--- src/rtl/fsm_refund_param.sv ---
// Vending controller: half-yuan credit against a parameter price, with change,
// cancel/full refund, stock tracking and a sold-out mode that bounces coins.
module fsm_refund_param #(
    parameter int PRICE      = 5,
    parameter int MONEY_W    = 3,
    parameter int STOCK_INIT = 8,
    parameter int STOCK_W    = 4
) (
    input  logic               sys_clk,
    input  logic               sys_rst_n,
    input  logic               pi_money_one,
    input  logic               pi_money_half,
    input  logic               pi_cancel,
    input  logic               pi_refill,
    output logic               po_cola,
    output logic [MONEY_W-1:0] po_money,
    output logic [MONEY_W-1:0] po_credit,
    output logic               po_empty
);

    typedef enum logic [1:0] {
        S_IDLE  = 2'd0,
        S_ACC   = 2'd1,
        S_EMPTY = 2'd2
    } state_t;

    localparam logic [MONEY_W:0]   L_PRICE = (MONEY_W+1)'(PRICE);
    localparam logic [STOCK_W-1:0] L_INIT  = STOCK_W'(STOCK_INIT);
    localparam logic [STOCK_W-1:0] L_ONE   = STOCK_W'(1);

    state_t               r_state;
    logic [MONEY_W-1:0]   r_credit;
    logic [STOCK_W-1:0]   r_stock;
    logic                 r_cola;
    logic [MONEY_W-1:0]   r_money;
    logic                 r_empty;

    state_t               w_next_state;
    logic [MONEY_W-1:0]   w_next_credit;
    logic [STOCK_W-1:0]   w_next_stock;
    logic                 w_next_cola;
    logic [MONEY_W-1:0]   w_next_money;

    logic [1:0]           w_coin;
    logic [MONEY_W:0]     w_sum;
    logic [MONEY_W:0]     w_change;
    logic                 w_reach;

    // {one, half} is already 2*one + half
    assign w_coin   = {pi_money_one, pi_money_half};
    assign w_sum    = {1'b0, r_credit} + {{(MONEY_W-1){1'b0}}, w_coin};
    assign w_change = w_sum - L_PRICE;
    assign w_reach  = (w_sum >= L_PRICE);

    always_ff @(posedge sys_clk or negedge sys_rst_n) begin
        if (!sys_rst_n) begin
            r_state  <= S_IDLE;
            r_credit <= '0;
            r_stock  <= L_INIT;
            r_cola   <= 1'b0;
            r_money  <= '0;
            r_empty  <= 1'b0;
        end else begin
            r_state  <= w_next_state;
            r_credit <= w_next_credit;
            r_stock  <= w_next_stock;
            r_cola   <= w_next_cola;
            r_money  <= w_next_money;
            r_empty  <= (w_next_state == S_EMPTY);
        end
    end

    // A refill in the selling cycle reloads stock, so it never empties
    always_comb begin
        w_next_state = r_state;
        case (r_state)
            S_IDLE, S_ACC: begin
                if (pi_cancel) begin
                    w_next_state = S_IDLE;
                end else if (w_reach) begin
                    if ((r_stock == L_ONE) && !pi_refill) begin
                        w_next_state = S_EMPTY;
                    end else begin
                        w_next_state = S_IDLE;
                    end
                end else if (w_sum != '0) begin
                    w_next_state = S_ACC;
                end
            end
            S_EMPTY: begin
                if (pi_refill) begin
                    w_next_state = S_IDLE;
                end
            end
            default: w_next_state = S_IDLE;
        endcase
    end

    always_comb begin
        w_next_credit = r_credit;
        w_next_stock  = r_stock;
        w_next_cola   = 1'b0;
        w_next_money  = '0;
        if (r_state == S_EMPTY) begin
            w_next_credit = '0;
            w_next_money  = {{(MONEY_W-2){1'b0}}, w_coin};
        end else if (pi_cancel) begin
            w_next_credit = '0;
            w_next_money  = w_sum[MONEY_W-1:0];
        end else if (w_reach) begin
            w_next_credit = '0;
            w_next_cola   = 1'b1;
            w_next_money  = w_change[MONEY_W-1:0];
            w_next_stock  = r_stock - L_ONE;
        end else begin
            w_next_credit = w_sum[MONEY_W-1:0];
        end
        if (pi_refill) begin
            w_next_stock = L_INIT;
        end
    end

    assign po_cola   = r_cola;
    assign po_money  = r_money;
    assign po_credit = r_credit;
    assign po_empty  = r_empty;

endmodule

--- config.mk ---
export PLATFORM = sky130hd
export DESIGN_NAME = fsm_refund_param
export DESIGN_NICKNAME = d
export VERILOG_FILES = /design/src/rtl/fsm_refund_param.sv
export SDC_FILE = /design/constraint.sdc
export NUM_CORES = 1
export LEC_CHECK = 0
export BUFFER_PORTS_ARGS = -buffer_cell sky130_fd_sc_hd__clkbuf_2
export CAP_MARGIN = 20
export CORE_AREA = 2 2 39 41
export CTS_BUF_LIST = sky130_fd_sc_hd__clkbuf_8
export CTS_CLUSTER_SIZE = 28
export DETAILED_ROUTE_END_ITERATION = 7
export DIE_AREA = 0 0 41 43
export HOLD_SLACK_MARGIN = 0.03
export PLACE_DENSITY = 0.83
export SYNTH_ARGS = -nofsm -noshare
export SYNTH_HDL_FRONTEND = slang
export SYNTH_SLANG_ARGS = --single-unit
--- constraint.sdc ---
create_clock -name sys_clk -period 5.1 [get_ports sys_clk]
set_input_delay 0.255 -clock sys_clk [delete_from_list [all_inputs] [get_ports sys_clk]]
set_output_delay 0.255 -clock sys_clk [all_outputs]
set_load 0.01 [all_outputs]
# Yosys cells after proc, flatten, opt, wreduce, memory -nomap -nowiden
# Index checks and enable logic that the tools add are counted.
# op_classes
reduce_logical	7
mux	19
addsub	3
eq_ne	6
magnitude_cmp	1
# op_table
cell	count
$mux W3	6
$mux W4	4
$mux W2	5
$add A3 B2 Y4	1
$eq A2 B2 Y1 const B	2
$eq A4 B1 Y1 const B	1
$ge A4 B3 Y1 const B	1
$pmux W2 S2	1
$reduce_bool A4 Y1	1
$sub A4 B1 Y4 const B	1
$mux W1	3
$reduce_and A3 Y1	1
$sub A3 B3 Y3 const B	1
$eq A2 B1 Y1 const B	1
$logic_not A2 Y1	1
$ne A2 B1 Y1 const B	1
$ne A2 B2 Y1 const B	1
$reduce_bool A2 Y1	1
$reduce_or A2 Y1	1
$logic_and A1 B1 Y1	1
$logic_not A1 Y1	1
# totals
output_inout_bits	8
register_bits	14
elab_cells	42
in_bits	6

# Depth between registers and ports, before layout
# logic_depth
ltp_word	7
ltp_mapped	8
depth_no_buf	8

# Worst setup path after synthesis
# OpenSTA, ideal clock, no wires.
# synth_path
path_type	flip-flop to flip-flop
from	register r_credit[0] (netlist: po_credit[0])
to	register r_stock[2]
required_time_ns	4.973
stages_incl_launch_ff	9
path_buffers	0
arrival_time_ns	2.202
period_less_slack_ns	2.329
setup_time_ns	0.127
slack_ns	2.771
path_cell_list	dfrtp_1 > ha_1 > fa_1 > inv_1 > ha_1 > nor2b_1 > o2bb2ai_2 > and3_1 > mux2_1
# synth_between
elab_chain_len	4
# synth_rtl
item	line_no	rtl
start, declared	32	logic [MONEY_W-1:0] r_credit;
start signal, assigned	65	r_credit <= w_next_credit;
$add A3 B2 Y4	51	assign w_sum = {1'b0, r_credit} + {{(MONEY_W-1){1'b0}}, w_coin};
$ge A4 B3 Y1	53	assign w_reach = (w_sum >= L_PRICE);
$reduce_bool A2 Y1 (no line)	--	
$reduce_and A3 Y1 (no line)	--	
end signal, assigned	66	r_stock <= w_next_stock;
end, declared	33	logic [STOCK_W-1:0] r_stock;
# No other way between the ends.
# A chain may end at the register's enable or synchronous reset.

# Worst setup path after layout
# layout_path
from	register r_credit[0] (netlist: po_credit[0])
to	register r_money[1] (netlist: po_money[1])
# layout_between
elab_chain_len	5
word_cells_on_any_way	6
classes_between	add/sub (2); order compare (1); mux (3)
# layout_rtl
item	line_no	rtl
$add A3 B2 Y4 *	51	
$ge A4 B3 Y1 or $sub A3 B3 Y3 (tied branches)	53, 52	
$mux W3	110	end else if (w_reach) begin
$mux W3 *	107	end else if (pi_cancel) begin
$mux W3 *	104	if (r_state == S_EMPTY) begin
named net w_next_money[1]	42	logic [MONEY_W-1:0] w_next_money;
end signal, assigned	68	r_money <= w_next_money;
end, declared	35	logic [MONEY_W-1:0] r_money;
# Mark *: on every way through the listed nets, which the timed path passes. The rest lies on a longest branch.

==> flow_summary_export.csv <==
group,metric,value,unit
run_status,status,"complete, no violations",
logic_synthesis,synth_edf_count,0,
detailed_routing,postRouteAntennaNets,0,
sta,rsz0062_at_grt,"false",
floorplan,io_pins,14,
detailed_routing,drt_iter0_markers,13,
global_routing,grt_overflow,0,
logic_synthesis,synth.cell_area,774,sq um
global_routing,grt_pass1_vias,591,
final_layout,num-nets-final,103,
sta,slew_headroom,0.733,
global_routing,grt_antenna_before_repair,0,
logic_synthesis,yosysTopAreaCellShare,0.420,
floorplan,fp.dieW,41,um
min_path,hold_path.startpoint,"pi_refill",
final_layout,drive_gt1_frac,0.239,
sta,period_needed,2.57,ns
sta,fmax,389,MHz
final_layout,multi_input_area,400,sq um
cts,tritoncts,"built",
cts,clk_path_buf_depth,2,
cts,cts_setup_buffers,0,
sta,tightestPinTransition,0.398,ns
critical_path,cp-end-kind,"register",
placement,gp_congestion,0.817,
placement,port_buffers,13,
sta,fin_skew,0.00263,ns
global_routing,grt_usage,0.227,
logic_synthesis,ys.warnings.count,0,
floorplan,die_h,43,um
logic_synthesis,async_flop_share,1.00,
detailed_routing,wirelength,1600,um
run,max-cap-violations,0,
cts,clk_pin_slew,0.06,ns
cts,cts-root-buf,"clkbuf_8",
final_layout,syn2layout_area_growth,18.4,%
floorplan,dieArea,1760,sq um
logic_synthesis,synth_top_area_cell,"dfrtp_1",
sta,layout_setup_ws,2.53,ns
detailed_routing,via_per_inst,5.87,
critical_path,arrival,2.70,ns
placement,hpwl,1180,um
logic_synthesis,synth_ff_type,"dfrtp_1",
sta,setup_viol,0,
logic_synthesis,syn_avg_cell_area,10.8,sq um
critical_path,cp-startpoint,"po_credit[0]$_DFF_PN0_",
floorplan,core_area,1380,sq um
logic_synthesis,yosys-top-cells-area,"dfrtp_1 42%, ha_1 11%, and3_1 4.0%",
global_routing,grt_pass1_wl,2620,um
sta,final.setup.tns,0,ns
sta,timing.final.crit_share,0.504,
logic_synthesis,yosysMostFrequentCell,"dfrtp_1",
cts,h-tree-depth,1,
global_routing,grt_max_degree,15,
critical_path,crit_type,"register to register",
detailed_routing,vias,610,
critical_path,reg2reg_from,"po_credit[0]$_DFF_PN0_",
final_layout,fillCellCount,107,
final_layout,seqCellArea,352,sq um
sta,hold_violations,0,
floorplan,rows,14,
detailed_routing,drc_errors,0,
critical_path,start_kind,"register",
logic_synthesis,yosysUniqueCellTypes,29,
detailed_routing,firstDrtPassIters,4,
pwr,peakVddDrop,0.247,mV
min_path,min-delay-path-class,"primary input to register",
logic_synthesis,ys_seq_elements,14,
final_layout,antenna_cells,0,
placement,dpl_worst_slack,2.57,ns
cts,hold_buffers,1,
critical_path,crit_required,5.23,ns
logic_synthesis,synth_top_cells_by_count,"13 x dfrtp_1, 7 x ha_1, 6 x a21oi_1, 6 x nor2_1, 5 x and3_1",
cts,ctsResizeCount,0,
pwr,power.density,563,nW/um^2
logic_synthesis,synthCells,72,
cts,insertion_delay,0.25,ns
cts,cts_buffers,3,
logic_synthesis,seq_area_frac_synth,0.454,
detailed_routing,detail_route.wl_per_cell,15.4,um
logic_synthesis,postSynthNetCount,86,
pwr,leakage,0.468,nW
floorplan,start_util,0.560,
critical_path,cp_max_fo,4,
sta,report.final.slew_viol_count,0,
cts,cts_sinks,14,
critical_path,rrSetupSlack,2.53,ns
-- per-stage QoR --
step | power [W] | std cells | hold WS [ns] | area (sq um) | utilization
after floorplan | 0.000335 | 72 | -0.0406 | 774 | -
after global placement | 0.000389 | 99 | 0.173 | 852 | 0.616
after detailed placement | 0.000405 | 99 | 0.178 | 852 | 0.616
after CTS | 0.000518 | 104 | 0.272 | 917 | 0.663
after global routing | 0.000555 | 104 | 0.303 | 917 | 0.663
final | 0.000517 | 104 | 0.267 | 917 | 0.663
-- power breakdown --
group	internal, W	total [W]	leakage (nW)	switching (W)
Sequential	0.000151	0.000179	0.184	0.0000289
Clock	0.0000685	0.000111	0.0288	0.0000429
Combinational	0.000102	0.000226	0.255	0.000124
Total	0.000321	0.000517	0.468	0.000196
-- layer usage --
metal	GRT usage	up-vias	part of all wire
li1	-	291	-
met1	0.282	292	0.41
met2	0.338	22	0.52
met3	0.0471	5	0.043
met4	0.147	0	0.030
met5	0	-	0
-- final cells by class --
class | instances | area share
repair buffers | 14 | 0.0819
clock buffers | 4 | 0.0600
well taps | 16 | 0.0218
inverters | 4 | 0.0164
multi-input cells | 52 | 0.437
flip-flops and latches | 14 | 0.383
-- cells in the final DEF (no fill, tap or decap) --
cell type       n
a211oi_1        2
a21o_1          1
a21oi_1         6
a221o_1         1
a2bb2oi_1       1
and2b_1         1
and3_1          5
and3b_1         1
clkbuf_2       13
clkbuf_8        4
dfrtp_1        13
dfstp_2         1
dlygate4sd3_1   1
fa_1            1
ha_1            7
inv_1           4
mux2_1          1
mux2i_1         1
nand2b_1        2
nand3_1         2
nand4_1         1
nor2_1          6
nor2b_1         3
nor3_1          1
nor3_2          1
nor4_1          3
o21ai_1         1
o2bb2ai_2       1
or3_1           2
xnor2_2         1
-- worst max-delay path: stages (launching register included) --
cell       delay [ns]
dfrtp_1          0.38
ha_1             0.21
fa_1             0.53
inv_1            0.10
ha_1             0.23
nor2b_1          0.19
a2bb2oi_1        0.38
nor3_2           0.11
a221o_1          0.32
-- logic make-up (layout without fill, tap and decap cells) --
logic type      Yosys count  in the layout  share of synthesized area
compound gates           13             13                      0.118
xor+xnor                  1              1                     0.0210
fa+ha+maj                 8              8                      0.139
buf+inv                   6             22                     0.0291
flops                    14             14                      0.454
mux                       2              2                     0.0275
simple gates             28             28                      0.212
-- sequential cells by signal (all words and copies together), names as in the netlist --
signal     count
r_stock        4
po_credit      3
po_money       3
r_state        2
po_cola        1
po_empty       1
-- final timing paths --
| path | to | depth (start not counted) |
|---|---|---|
| min | po_empty$_DFF_PN0_ | 2 |
| max reg2reg | po_money[1]$_DFF_PN0_ | 8 |
| max | po_money[1]$_DFF_PN0_ | 8 |
| max in group asynchronous | r_stock[3]$_DFFE_PN1P_ | 2 |
| min reg2reg | r_state[0]$_DFF_PN0_ | 1 |
| min in group asynchronous | po_credit[1]$_DFF_PN0_ | 2 |
Power figures use the tool's default switching activity.
